==> src/rtl/core_pkg.sv <==
// core_pkg: shared divider types, XLEN constant and corner-case result helper.
package core_pkg;
    localparam int XLEN = 32;

    typedef enum logic [1:0] {DIV = 2'b00, DIVU = 2'b01, REM = 2'b10, REMU = 2'b11} div_op_e;
    typedef enum logic [1:0] {IDLE, CALC, DONE} div_state_e;

    // Result for divide-by-zero (div0=1) or signed overflow (div0=0).
    function automatic logic [XLEN-1:0] corner_result(div_op_e op, logic [XLEN-1:0] a, logic div0);
        return op[1] ? (div0 ? a : '0) : (div0 ? '1 : {1'b1, {(XLEN-1){1'b0}}});
    endfunction
endpackage

==> src/rtl/div_unit.sv <==
// div_unit: iterative radix-2 restoring RV32M divider (DIV/DIVU/REM/REMU) with regfile write-back port.
// Optional DIV_EARLY_OUT_EN: divide-by-zero and signed overflow finish one cycle after accept.
module div_unit
    import core_pkg::*;
(
    input  logic            clk,
    input  logic            rst_n,
    input  logic            start,
    input  logic [1:0]      op,
    input  logic [XLEN-1:0] rs1_val,
    input  logic [XLEN-1:0] rs2_val,
    input  logic [4:0]      rd_addr,
    input  logic            flush,
    output logic            busy,
    output logic            done,
    output logic [XLEN-1:0] result,
    output logic [4:0]      wb_addr,
    output logic            wb_en
);
    div_state_e      r_state, w_next;
    logic            r_rem_sel, r_neg_q, r_neg_r, r_div0;
    logic [4:0]      r_rd, r_cnt, r_wb_addr;
    logic [XLEN-1:0] r_quo, r_rem, r_dvs, r_result;

    div_op_e         w_op;
    logic            w_signed, w_a_neg, w_b_neg, w_div0, w_accept, w_keep, w_corner;
    logic [XLEN-1:0] w_abs_a, w_abs_b, w_quo_n, w_rem_n, w_q, w_r, w_res;
    logic [XLEN:0]   w_sh, w_diff;

    assign w_op     = div_op_e'(op);
    assign w_signed = (w_op == DIV) || (w_op == REM);
    assign w_a_neg  = w_signed & rs1_val[XLEN-1];
    assign w_b_neg  = w_signed & rs2_val[XLEN-1];
    assign w_abs_a  = w_a_neg ? -rs1_val : rs1_val;
    assign w_abs_b  = w_b_neg ? -rs2_val : rs2_val;
    assign w_div0   = rs2_val == '0;
    assign w_accept = (r_state == IDLE) && start && !flush;
`ifdef DIV_EARLY_OUT_EN
    assign w_corner = w_div0 || (w_signed && rs1_val == {1'b1, {(XLEN-1){1'b0}}} && rs2_val == '1);
`else
    assign w_corner = 1'b0;
`endif

    // One restoring step: remainder always stays below the divisor, so 33 bits suffice.
    assign w_sh    = {r_rem, r_quo[XLEN-1]};
    assign w_diff  = w_sh - {1'b0, r_dvs};
    assign w_keep  = !w_diff[XLEN];
    assign w_rem_n = w_keep ? w_diff[XLEN-1:0] : w_sh[XLEN-1:0];
    assign w_quo_n = {r_quo[XLEN-2:0], w_keep};

    // Signed overflow falls out of the datapath; only the div-by-zero quotient needs forcing.
    assign w_q   = r_div0 ? '1 : (r_neg_q ? -w_quo_n : w_quo_n);
    assign w_r   = r_neg_r ? -w_rem_n : w_rem_n;
    assign w_res = r_rem_sel ? w_r : w_q;

    always_comb begin
        w_next = r_state;
        case (r_state)
            IDLE:    w_next = w_accept ? (w_corner ? DONE : CALC) : IDLE;
            CALC:    w_next = flush ? IDLE : (r_cnt == 5'd0 ? DONE : CALC);
            default: w_next = IDLE;
        endcase
    end

    always_ff @(posedge clk or negedge rst_n) begin
        if (!rst_n) begin
            r_state   <= IDLE;
            r_rem_sel <= 1'b0;
            r_neg_q   <= 1'b0;
            r_neg_r   <= 1'b0;
            r_div0    <= 1'b0;
            r_rd      <= '0;
            r_cnt     <= '0;
            r_wb_addr <= '0;
            r_quo     <= '0;
            r_rem     <= '0;
            r_dvs     <= '0;
            r_result  <= '0;
        end else begin
            r_state <= w_next;
            if (w_accept) begin
                r_rem_sel <= op[1];
                r_neg_q   <= w_a_neg ^ w_b_neg;
                r_neg_r   <= w_a_neg;
                r_div0    <= w_div0;
                r_rd      <= rd_addr;
                r_quo     <= w_abs_a;
                r_dvs     <= w_abs_b;
                r_rem     <= '0;
                r_cnt     <= 5'd31;
                if (w_corner) begin
                    r_result  <= corner_result(w_op, rs1_val, w_div0);
                    r_wb_addr <= rd_addr;
                end
            end else if (r_state == CALC) begin
                r_rem <= w_rem_n;
                r_quo <= w_quo_n;
                r_cnt <= r_cnt - 5'd1;
                if (r_cnt == 5'd0 && !flush) begin
                    r_result  <= w_res;
                    r_wb_addr <= r_rd;
                end
            end
        end
    end

    assign busy    = r_state != IDLE;
    assign done    = r_state == DONE;
    assign result  = r_result;
    assign wb_addr = r_wb_addr;
    assign wb_en   = done && (r_wb_addr != '0);
endmodule

==> config.mk <==
export PLATFORM = sky130hd
export DESIGN_NAME = div_unit
export DESIGN_NICKNAME = d
export VERILOG_FILES = /design/src/rtl/core_pkg.sv /design/src/rtl/div_unit.sv
export SDC_FILE = /design/constraint.sdc
export NUM_CORES = 1
export LEC_CHECK = 0
export ABC_AREA = 0
export BUFFER_PORTS_ARGS = -buffer_cell sky130_fd_sc_hd__buf_2
export CAP_MARGIN = 15
export CORE_UTILIZATION = 50
export DETAILED_ROUTE_END_ITERATION = 10
export GPL_TIMING_DRIVEN = 0
export MAX_ROUTING_LAYER = met4
export PLACE_DENSITY = 0.7
export SETUP_SLACK_MARGIN = 0.2
export SLEW_MARGIN = 40
export SYNTH_ARGS = -nofsm -noshare
export SYNTH_HDL_FRONTEND = slang
export SYNTH_SLANG_ARGS = --single-unit
==> constraint.sdc <==
create_clock -name clk -period 4.3 [get_ports clk]
set_input_delay 0 -clock clk [delete_from_list [all_inputs] [get_ports clk]]
set_output_delay 0 -clock clk [all_outputs]
set_load 0.02 [all_outputs]
Word level (Yosys, flattened, before mapping)
Cells that the tools add are included.

Register bits after elaboration: 149. Bits of input ports: 75. Output and inout bits: 40. Logic and storage cells: 57.

$add $sub $neg: 6. Equal/unequal tests: 3. Multiplexer cells: 17. Bitwise logic cells: 4. Reductions and logical operators: 15.

Operators by type and width (number): $mux W32 (11); $neg A32 Y32 (4); $sub A33 B32 Y33 (1); $logic_not A32 Y1 (1); $mux W5 (2); $logic_not A5 Y1 (1); $reduce_bool A5 Y1 (1); $sub A5 B1 Y5 const B (1); $eq A2 B2 Y1 const B (2); $logic_and A1 B1 Y1 (4); $logic_not A2 Y1 (2); $mux W2 (2); $pmux W2 S2 (1); $reduce_bool A2 Y1 (2); $reduce_and A3 Y1 (1); $and A1 B1 Y1 (2); $eq A2 B1 Y1 const B (1); $logic_not A1 Y1 (2); $logic_or A1 B1 Y1 (1); $mux W1 (1); $not A1 Y1 (1); $xor A1 B1 Y1 (1).

Logic depth before layout (Yosys ltp)
Gate-level depths: netlist of the first run.

Depth in word-level cells: 6. Gate-level depth with buffers: 23. Depth with buffers taken out: 20.

Worst setup path before layout of the first run
OpenSTA, ideal clock, no wires.

Path kind: register to register. Start point: register r_quo[31]. End point: register r_result[30], in the netlist result[30]. Setup time: 123 ps. Arrival time: 4523 ps. Data required time: 4177 ps. Path slack: -345 ps. Cell stages (with the launch flop): 24. Buffers on the path: 3. Period minus slack after synthesis: 4645 ps. Cell sequence: dfrtp_1 -> inv_1 -> ha_1 -> fa_1 -> nand2b_1 -> a21oi_1 -> o21ai_1 -> a2111oi_2 -> o21a_1 -> nor2_2 -> inv_1 -> buf_2 -> buf_1 -> nor2_1 -> a21oi_1 -> ha_1 -> clkbuf_1 -> nand2_1 -> and4bb_2 -> a21oi_1 -> o31a_1 -> a21o_1 -> xnor2_1 -> o221a_2.

Cells in the longest elaborated chain, start to end: 6. Elaborated cells on any way between the ends: 9. Those cells by class: 3 x add/sub; 5 x mux; 1 x reduce/logical.

RTL lines: start, declared (line div_unit.sv:23) `logic [XLEN-1:0] r_quo, r_rem, r_dvs, r_result;`; start signal, assigned (line div_unit.sv:87) `r_quo <= w_abs_a;`; start signal, assigned (line div_unit.sv:97) `r_quo <= w_quo_n;`; $sub A33 B32 Y33 (line div_unit.sv:46) `assign w_diff = w_sh - {1'b0, r_dvs};`; $logic_not A1 Y1 (line div_unit.sv:47) `assign w_keep = !w_diff[XLEN];`; $neg A32 Y32 (line div_unit.sv:52) `assign w_q = r_div0 ? '1 : (r_neg_q ? -w_quo_n : w_quo_n);`; $mux W32 (2 in series) (line div_unit.sv:52); $mux W32 (*) (line div_unit.sv:54) `assign w_res = r_rem_sel ? w_r : w_q;`; end signal, assigned (line div_unit.sv:92) `r_result <= corner_result(w_op, rs1_val, w_div0);`; end signal, assigned (line div_unit.sv:100) `r_result <= w_res;`; end, declared (line div_unit.sv:23).

Every way passes the cells marked *; elsewhere a longest branch is shown, timed or not. A chain may end at the register's enable or synchronous reset.

Final worst setup path of the first run
Start point: register r_dvs[0]. End point: register r_result[30], in the netlist result[30].

Cells in the longest elaborated chain, start to end: 6. Elaborated cells on any way between the ends: 9. Those cells by class: 3 x add/sub; 5 x mux; 1 x reduce/logical.

RTL lines: start, declared (line div_unit.sv:23); start signal, assigned (line div_unit.sv:88) `r_dvs <= w_abs_b;`; $sub A33 B32 Y33 (*) (line div_unit.sv:46); $logic_not A1 Y1 (line div_unit.sv:47); $neg A32 Y32 (line div_unit.sv:52); $mux W32 (2 in series) (line div_unit.sv:52); $mux W32 (*) (line div_unit.sv:54).

Marked as above.

==> metrics, run 1 <==
status finished with violations; failing checks negative setup slack; commonest non-fill, non-tap cell in the layout o21ai_0; vias in the first global route 11400; Root Driver clkbuf_16; Layout area overhead 30.7%; Sw Share 0.511; largest fanout on the critical path 4; critical path arrival 4.87 ns; initial antenna violation count 0; cell count after synthesis 1418; PwrDens roughly 740 mW/mm^2; P_int 5.48 mW; gpl congestion about 0.98; Mapped Avg Cell Area 8.12 um^2; Avg Vias per Cell 6.19; Core Area 0.0226 mm^2; Worst R2R Start r_dvs[0]$_DFFE_PN0P_; Sequential Power Share 0.191; DR pass1 iterations 6; Hold Vio Cnt, Final 0; Setup CP Type reg -> reg; DP Area 0.0126 mm^2; Tcrit/Tclk final 1.06; Post-synth EDFFs 0; crit path time final 4.55 ns; Clock Skews 0.0127 ns; Comb pwr share 0.672; min-delay worst type in -> async; # nets final 1786; startpoint types flip-flop; area of the die between 0.02 and 0.025 mm^2; Slew headroom 0.373; design area 0.0151 mm^2; total CTS buffers 17; RSZ-0062 raised after global routing yes; Routed Antenna Nets 0; Peak supply drop 407 uV; most frequent cells in the layout o21ai_0, nand2_1, dfrtp_1; Synth warnings 0; capturing element type of the critical path flip-flop; Total Wirelength 40400 um; worst reg-to-reg setup slack -0.25 ns; wire per inst a little over 20 um; clock slew at reported path FFs ~0.080 ns; Ports 115; final worst slack -0.245 ns; Tot GR Track Use 0.349; P_sw 5.73 mW; number of remaining DRC errors 0; r2r endpoint result[30]$_DFFE_PN0P_; Synth async-reset ratio 1.00; Yosys cell types between 80 and 90; register area share after synthesis 0.324; CTS Buffer Depth 2; CTS tree yes; R2R depth 22; CTS Sinks 149; Clock Power Share 0.137; Worst-Margin Slew roughly 0.94 ns; Starting Density 0.509; post-DP HPWL 29400 um; H-tree depth 4; GRT overflow 0; drt initial violations roughly 1300; die outline height 154 um; largest net degree at the start of global routing 58; critical path required time 4.62 ns; # diodes 0; syn_nets 1531; first-pass GRT wire length 62300 um; #FFs+latches synth 149; share of layout cells above drive strength 1 0.206; Port Buffer Count 114; Final Max Tran Viols 0; cell leakage power 6.40 nW; FILL cells 1874; Row Count 55; DIE WIDTH 154 um; Worst-Skew Late Latency 0.44 ns; via count roughly 12000; mapped cell area between 0.01 and 0.015 mm^2; Synth Flop Type dfrtp_1; MaxCap Viol Count 0; FMAX about 220 MHz; Setup Viol. Count Final 11; Post-Route Utilization 0.665
==> kinds of logic after synthesis <==
group           share of synthesized area
flops                               0.324
compound gates                      0.271
mux                                0.0273
buf+inv                            0.0489
xor+xnor                           0.0988
fa+ha+maj                          0.0419
simple gates                        0.189
==> registers in the layout (all words and copies together), names as in the netlist, 2 cells and up <==
signal   count
r_cnt        5
r_dvs       32
r_quo       32
r_rd         5
r_rem       32
r_state      2
result      32
wb_addr      5
==> synthesized netlist by cell type, types with 11 or more instances <==
master	count	area, um^2
ha_1	37	463
or3_1	22	138
nand2b_1	20	125
nand3_1	44	220
buf_2	18	90.1
nand4_1	11	68.8
nor2_1	87	327
o21ai_0	168	841
nor3_1	30	150
a22oi_1	32	240
a221oi_1	19	166
nand2_1	151	567
a31oi_1	15	93.8
a21o_1	27	203
xor2_1	64	561
dfrtp_1	149	3730
a21oi_1	91	455
mux2i_1	28	280
clkbuf_1	56	210
xnor2_1	66	578
nor4_1	16	100
inv_1	56	210
a211oi_1	13	97.6
o31ai_1	31	233
or4_1	12	90.1
==> final cells by class <==
class,count,area [um^2],area share
Inverter,59,221,0.0147
Buffer,82,412,0.0273
Clock inverter,15,171,0.0114
Timing Repair Buffer,236,1800,0.119
Multi-Input combinational cell,1128,7950,0.528
Sequential cell,149,3730,0.248
Clock buffer,17,425,0.0282
Tap cell,285,357,0.0237
==> per-layer routing <==
layer	global-route usage	routed length (um)
met1	0.471	17500
met2	0.545	19000
met3	0.0502	3160
met4	0.0967	799
met5	-	0
==> metrics by stage <==
step                      hold slack [ns]  setup TNS (ns)  cells  setup slack, ns  power [mW]
after CTS                          0.0443          -0.321   1960           -0.144        10.2
after floorplan                    -0.296               0   1418           0.0938        6.17
after detailed placement          -0.0804           -7.82   1820           -0.768        7.85
after global routing               0.0702           -3.13   1971           -0.371        11.8
final                              0.0499           -1.26   1971           -0.245        11.2
after global placement              0.193           -7.83   1817           -0.749        7.77
==> power groups by stage <==
stage	clock network [mW]	logic, mW	registers [mW]
after floorplan	0	4.15	2.03
after global placement	0	5.63	2.14
after detailed placement	0	5.70	2.15
after CTS	1.53	6.54	2.12
after global routing	1.59	7.98	2.18
final	1.53	7.54	2.14
==> worst max-delay path, stage by stage (launching register included) <==
cell	delay [ns]
dfrtp_1	0.42
ha_4	0.18
fa_2	0.39
nand2b_4	0.17
a21oi_4	0.19
o21ai_4	0.12
a2111oi_4	0.43
nor3_2	0.12
nor2_2	0.15
inv_2	0.07
buf_6	0.11
buf_6	0.10
buf_6	0.10
buf_6	0.10
buf_6	0.10
buf_6	0.10
buf_6	0.10
buf_6	0.10
o31a_1	0.31
or4_1	0.44
a21o_1	0.23
xnor2_2	0.14
o221a_2	0.24
==> timing repair <==
| action | 4_1_cts | 5_1_grt |
|---|---|---|
| buffers inserted | 29 | 11 |
| hold endpoints to repair | 221 | 0 |
| pin swaps | 27 | 20 |
| resized for setup | 81 | 78 |
| setup endpoints to repair | 36 | 30 |
| hold buffers | 79 | 0 |
==> how the worst max path moves through the flow <==
stage | to | startpoint | slack (ns)
after floorplan | result[20]$_DFFE_PN0P_ | r_quo[31]$_DFFE_PN0P_ | 0.09
after global placement | result[20]$_DFFE_PN0P_ | r_rem[10]$_DFFE_PN0P_ | -0.75
after detailed placement | result[20]$_DFFE_PN0P_ | r_rem[10]$_DFFE_PN0P_ | -0.77
after CTS | result[30]$_DFFE_PN0P_ | r_dvs[0]$_DFFE_PN0P_ | -0.14
after global routing | result[30]$_DFFE_PN0P_ | r_dvs[0]$_DFFE_PN0P_ | -0.37
final | result[30]$_DFFE_PN0P_ | r_dvs[0]$_DFFE_PN0P_ | -0.25
(Power assumes the default switching activity.)
==> inputs of run 2 (changes only) <==
--- a/config.mk
+++ b/config.mk
@@ -14,3 +14,3 @@
 export MAX_ROUTING_LAYER = met4
-export PLACE_DENSITY = 0.7
+export PLACE_DENSITY = 0.72
 export SETUP_SLACK_MARGIN = 0.2
==> constraint.sdc (replaced) <==
create_clock -name clk -period 3.7 [get_ports clk]
set_input_delay 0.37 -clock clk [delete_from_list [all_inputs] [get_ports clk]]
set_output_delay 0.37 -clock clk [all_outputs]
set_load 0.02 [all_outputs]
==> run 2 against run 1 <==
Against the previous run: the run still ends with negative setup slack left; power is 40% higher; hold slack gained 0.055 ns; count of clock-buffer cells in the layout is 1 higher; core utilization is 1.7 points higher; non-clock buffer count is 35 lower; sequential cell count unchanged; combinational power is 51% higher; global-route usage shrank 0.46 points; sequential power increased by 20%; die area unchanged; critical path type unchanged; critical endpoint unchanged; largest power group unchanged; highest routed layer unchanged.
==> metrics, run 2 (synthesized netlist as in run 1, its figures left out) <==
Worst-Skew Late Latency 0.45 ns (about the same); FMAX 214 MHz (-2.8%); startpoint types flip-flop; Total Wirelength 43200 um (+7.0%); Root Driver clkbuf_16; share of layout cells above drive strength 1 0.283 (+0.0763); CTS tree yes; clock slew at reported path FFs 0.07 ns (about the same); Tot GR Track Use 0.344 (-0.00462); commonest non-fill, non-tap cell in the layout nand2_1; Final Max Tran Viols 0 (unchanged); Worst R2R Start r_rem[11]$_DFFE_PN0P_; gpl congestion 1.00 (+2.8%); Worst-Margin Slew 0.956 ns (+0.0147 ns); via count 12800 (+4.7%); TNS Setup -16.41 ns (-15.15 ns); Peak supply drop 526 uV (+29%); P_int 7.76 mW (+42%); Setup CP Type reg -> reg; Sequential Power Share 0.163 (-0.028); Clock Skews 0.0183 ns (+0.00561 ns); critical path arrival 5.02 ns (+0.15 ns); drt initial violations 1442 (+7.1%); Starting Density 0.509 (unchanged); # nets final 1752 (-1.9%); pre-CTS setup slack -1.23 ns (-0.459 ns); die outline height 154 um (unchanged); MaxCap Viol Count 0 (unchanged); H-tree depth 4 (unchanged); Core Area 0.0226 mm^2 (unchanged); Layout Cells excl Fill 1938 (-1.7%); capturing element type of the critical path flip-flop; Row Count 55 (unchanged); Ports 115 (unchanged); total power draw 15.7 mW (+40%); vias in the first global route 11400 (-0.27%); Avg Vias per Cell 6.59 (+6.5%); GRT overflow 0 (unchanged); Clock Power Share 0.110 (-0.027); Hold Vio Cnt, Final 0 (unchanged); largest fanout on the critical path 10 (+6); CTS Buffer Depth 2 (unchanged); number of remaining DRC errors 0 (unchanged); Fin Hold WS 0.105 ns (+0.0548 ns); PwrDens 1020 mW/mm^2 (+37%); worst reg-to-reg setup slack -0.97 ns (-0.73 ns); Comb pwr share 0.727 (+0.055); min-delay worst type in -> reg; first-pass GRT wire length 61400 um (-1.4%); # placed instances 1820 (unchanged); area of the die 0.0237 mm^2 (unchanged); DR pass1 iterations 8 (+2); critical path required time 4.04 ns (-0.58 ns); Min-Delay Endpoint r_rd[3]$_DFFE_PN0P_; initial antenna violation count 0 (unchanged); R2R depth 23 (+4.5%); most frequent cells in the layout nand2_1, dfrtp_1, o21ai_0; cell leakage power 6.44 nW (+0.54%); failing checks negative setup slack; largest net degree at the start of global routing 55 (-5.2%); DIE WIDTH 154 um (unchanged); Port Buffer Count 114 (unchanged); hold depth 3; Tcrit/Tclk final 1.26 (+0.206); RSZ-0062 raised after global routing yes; Slew headroom 0.359 (-0.0136); Layout area overhead 34.0%; post-DP HPWL 28600 um (-2.7%); Min-Delay Startpoint rd_addr[3]; Setup Viol. Count Final 38 (+27); r2r endpoint result[30]$_DFFE_PN0P_; status finished with violations; crit path time final 4.67 ns (+0.129 ns); Routed Antenna Nets 0 (unchanged); CTS Sinks 149 (unchanged); P_sw 7.98 mW (+39%); Sw Share 0.507 (-0.00395); final worst slack -0.974 ns (-0.729 ns); wire per inst 22.3 um (+8.8%); total CTS buffers 17 (unchanged)
-- run 2: final cells by class --
cell class                      instances  area, um^2
Fill cell                            1714        7200
Sequential cell                       149        3740
Timing Repair Buffer                  202        1480
Multi-Input combinational cell       1129        8600
Clock buffer                           18         429
Clock inverter                         14         135
Tap cell                              285         357
Antenna cell                            1        2.50
Buffer                                 81         480
Inverter                               59         221
-- run 2: worst max-delay path: stages (launching register included) --
cell and delay (ns):
dfrtp_2 0.48, ha_1 0.30, clkbuf_4 0.18, o21ai_0 0.13, a21oi_2 0.17, o21ai_1 0.17, a2111oi_4 0.45, o21a_1 0.24
nor2_2 0.07, inv_2 0.09, buf_6 0.13, buf_8 0.12, nor2_4 0.04, a21oi_4 0.19, ha_4 0.17, buf_8 0.09
nand2_2 0.04, and4bb_2 0.39, buf_6 0.12, a21oi_4 0.05, o31a_1 0.34, a21o_1 0.20, xnor2_1 0.14, o221a_2 0.23
-- run 2: how the worst max path moves through the flow --
stage,from,to,slack [ns],cells after the start
2_1_floorplan,r_quo[31]$_DFFE_PN0P_,result[30]$_DFFE_PN0P_,-0.48,23
3_3_place_gp,r_rem[10]$_DFFE_PN0P_,result[26]$_DFFE_PN0P_,-1.17,21
3_5_place_dp,r_rem[10]$_DFFE_PN0P_,result[26]$_DFFE_PN0P_,-1.23,19
4_1_cts,r_dvs[0]$_DFFE_PN0P_,result[26]$_DFFE_PN0P_,-0.69,22
5_1_grt,r_rem[24]$_DFFE_PN0P_,result[30]$_DFFE_PN0P_,-1.06,23
6_report,r_rem[11]$_DFFE_PN0P_,result[30]$_DFFE_PN0P_,-0.97,23
-- run 2: metal layers --
metal  part of all wire  up-vias  GRT usage  wire length (um)
met4              0.057        0      0.132              2480
met3               0.10      261     0.0691              4510
met2               0.45      879      0.525             19300
met5                  0        -          -                 0
li1                   -     5629          -                 -
met1               0.39     6009      0.450             17000
-- run 2: metrics by stage --
step	instance area, um^2	util
after global placement	12600	0.555
after floorplan	11600	-
final	15400	0.682
after detailed placement	12700	0.559
after global routing	15400	0.682
after CTS	14300	0.630
-- run 2: power groups by stage --
stage / Clock [mW] / Combinational, mW / Sequential [mW]
after floorplan: 0 / 4.84 / 2.35
after global placement: 0 / 6.48 / 2.49
after detailed placement: 0 / 6.59 / 2.51
after CTS: 1.70 / 8.38 / 2.48
after global routing: 1.78 / 11.9 / 2.59
final: 1.74 / 11.4 / 2.57
-- run 2: timing repair --
action,4_1_cts,5_1_grt
gates resized for setup,157,169
gates cloned,0,4
buffers inserted,40,40
pin swaps,62,74
setup endpoints to repair,56,53
hold buffers,1,0
endpoints found under the hold margin,47,0
==> inputs of run 3 (changes only) <==
Settings changed: PLACE_DENSITY 0.72 to 0.7.
==> run 3 against run 2 <==
Against the previous run: the run still ends with negative setup slack left; register-to-register slack worse by 0.06 ns; via count down 4.7%; maximum frequency down 1.3%; wire length down 4.0%; clock power about the same; setup slack worse by 0.063 ns; highest routed layer unchanged.
==> metrics, run 3 (synthesized netlist as in run 1, its figures left out) <==
Comb pwr share 0.716 (-0.011); Worst R2R Start r_dvs[0]$_DFFE_PN0P_; # nets final 1754 (+0.11%); H-tree depth 4 (unchanged); FMAX 211 MHz (-1.3%); # diodes 0 (-1); PwrDens 989 mW/mm^2 (-3.0%); Setup Viol. Count Final 30 (-21%); Worst-Skew Late Latency 0.45 ns (about the same); r2r endpoint result[30]$_DFFE_PN0P_; final worst slack -1.04 ns (-0.0631 ns); CTS Sinks 149 (unchanged); Hold Vio Cnt, Final 0 (unchanged); first-pass GRT wire length 61700 um (+0.42%); Ports 115 (unchanged); Clock Skews 0.0153 ns (-0.00298 ns); Starting Density 0.509 (unchanged); Clock Power Share 0.116 (+0.006); FILL cells 1820 (+6.2%); startpoint types flip-flop; post-DP HPWL 29700 um (+3.9%); RSZ-0062 raised after global routing yes; die outline height 154 um (unchanged); Row Count 55 (unchanged); number of remaining DRC errors 0 (unchanged); Setup CP Type reg -> reg; crit path time final 4.74 ns (+0.0631 ns); wire per inst 21.4 um (-4.0%); design area 0.0153 mm^2 (-0.96%); Layout area overhead 32.7%; DP Area 0.0127 mm^2 (about the same); R2R depth 14 (-39%); CTS Buffer Depth 2 (unchanged); drt initial violations 1132 (-21%); Worst-Margin Slew 1.04 ns (+0.0801 ns); initial antenna violation count 0 (unchanged); share of layout cells above drive strength 1 0.272 (-0.0106); Peak supply drop 558 uV (+6.2%); Tot GR Track Use 0.349 (+0.00460); via count 12200 (-4.7%); CTS tree yes; Sw Share 0.497 (-0.0101); Routed Antenna Nets 0 (unchanged); clock slew at reported path FFs 0.07 ns (about the same); P_sw 7.52 mW (-5.8%); CP Capture Point result[30]$_DFFE_PN0P_; GRT overflow 0 (unchanged); status finished with violations; most frequent cells in the layout nand2_1, dfrtp_1, o21ai_0; CP startpoint r_dvs[0]$_DFFE_PN0P_; Port Buffer Count 114 (unchanged); Final Max Tran Viols 0 (unchanged); area of the die 0.0237 mm^2 (unchanged); min-delay worst type in -> reg; Slew headroom 0.305 (-0.0537); vias in the first global route 11100 (-3.1%); Post-Route Utilization 0.675 (-0.00652); Root Driver clkbuf_16; failing checks negative setup slack; critical path arrival 5.07 ns (+0.05 ns); DIE WIDTH 154 um (unchanged); P_int 7.61 mW (-2.0%); worst reg-to-reg setup slack -1.04 ns (-0.06 ns); Tcrit/Tclk final 1.28 (+0.0171); cell leakage power 6.40 nW (-0.55%); Min-Delay Startpoint rd_addr[3]; Core Area 0.0226 mm^2 (unchanged); capturing element type of the critical path flip-flop; DR pass1 iterations 7 (-1); largest fanout on the critical path 3 (-7); commonest non-fill, non-tap cell in the layout nand2_1; Avg Vias per Cell 6.28 (-4.7%); Total Wirelength 41500 um (-4.0%); MaxCap Viol Count 0 (unchanged); total CTS buffers 17 (unchanged); critical path required time 4.04 ns (about the same); Sequential Power Share 0.168 (+0.005); gpl congestion 0.985 (-1.9%); largest net degree at the start of global routing 53 (-3.6%)
==> run 3: cell type report <==
cell class	count	area, um^2	area share
Buffer	82	510	0.0334
Timing Repair Buffer	204	1460	0.0952
Multi-Input combinational cell	1128	8430	0.551
Tap cell	285	357	0.0233
Clock inverter	15	161	0.0106
Sequential cell	149	3740	0.244
Inverter	59	221	0.0145
Clock buffer	17	425	0.0278
==> run 3: power groups by stage <==
| stage | Combinational, mW | Sequential, mW | Clock [mW] |
|---|---|---|---|
| floorplan | 4.84 | 2.35 | 0 |
| detailed placement | 6.66 | 2.50 | 0 |
| CTS | 8.16 | 2.48 | 1.75 |
| global route | 11.4 | 2.59 | 1.82 |
| global placement | 6.59 | 2.49 | 0 |
| finish | 10.8 | 2.55 | 1.75 |
==> run 3: metal layers <==
metal | vias up | global-route usage | wire, um
met4 | 0 | 0.117 | 1590
met2 | 579 | 0.520 | 18800
li1 | 5634 | - | -
met3 | 145 | 0.0738 | 3410
met1 | 5825 | 0.470 | 17800
met5 | - | - | 0
==> run 3: through the flow <==
stage	instances	power [mW]	worst slack (ns)	hold WS, ns	TNS [ns]
after floorplan	1418	7.19	-0.481	0.0744	-3.06
after global placement	1817	9.08	-1.28	0.447	-31.69
after detailed placement	1820	9.17	-1.33	0.296	-32.95
after CTS	1891	12.4	-0.709	0.100	-8.20
after global routing	1939	15.8	-1.04	0.134	-16.85
final	1939	15.1	-1.04	0.106	-14.37
==> run 3: worst max-delay path, cell delays in order (launching register included) <==
cell       delay [ns]
dfrtp_1          0.43
ha_4             0.18
fa_2             0.35
nand2b_4         0.17
buf_4            0.15
a211oi_4         0.28
o21ai_1          0.19
a2111oi_1        0.68
o21ai_0          0.31
a221oi_2         0.36
a31oi_1          0.32
or4_4            0.62
a21o_1           0.22
xnor2_1          0.13
o221a_2          0.23
==> run 3: how the worst min path moves through the flow <==
| stage | to | slack (ns) | depth (start not counted) |
|---|---|---|---|
| final | r_rd[3]$_DFFE_PN0P_ | 0.11 | 3 |
| after global routing | r_rd[3]$_DFFE_PN0P_ | 0.13 | 3 |
| after CTS | r_rd[3]$_DFFE_PN0P_ | 0.10 | 3 |
| after detailed placement | wb_addr[3]$_DFFE_PN0P_ | 0.30 | 1 |
| after global placement | result[28]$_DFFE_PN0P_ | 0.45 | 2 |
| after floorplan | r_cnt[0]$_DFFE_PN0P_ | 0.07 | 0 |
==> run 3: timing repair <==
| action | CTS | global route |
|---|---|---|
| hold buffers | 1 | 0 |
| hold endpoints to repair | 46 | 0 |
| cloned | 0 | 1 |
| resized for setup | 134 | 176 |
| pin swaps | 46 | 68 |
| setup buffers | 38 | 47 |
| setup endpoints to repair | 59 | 55 |
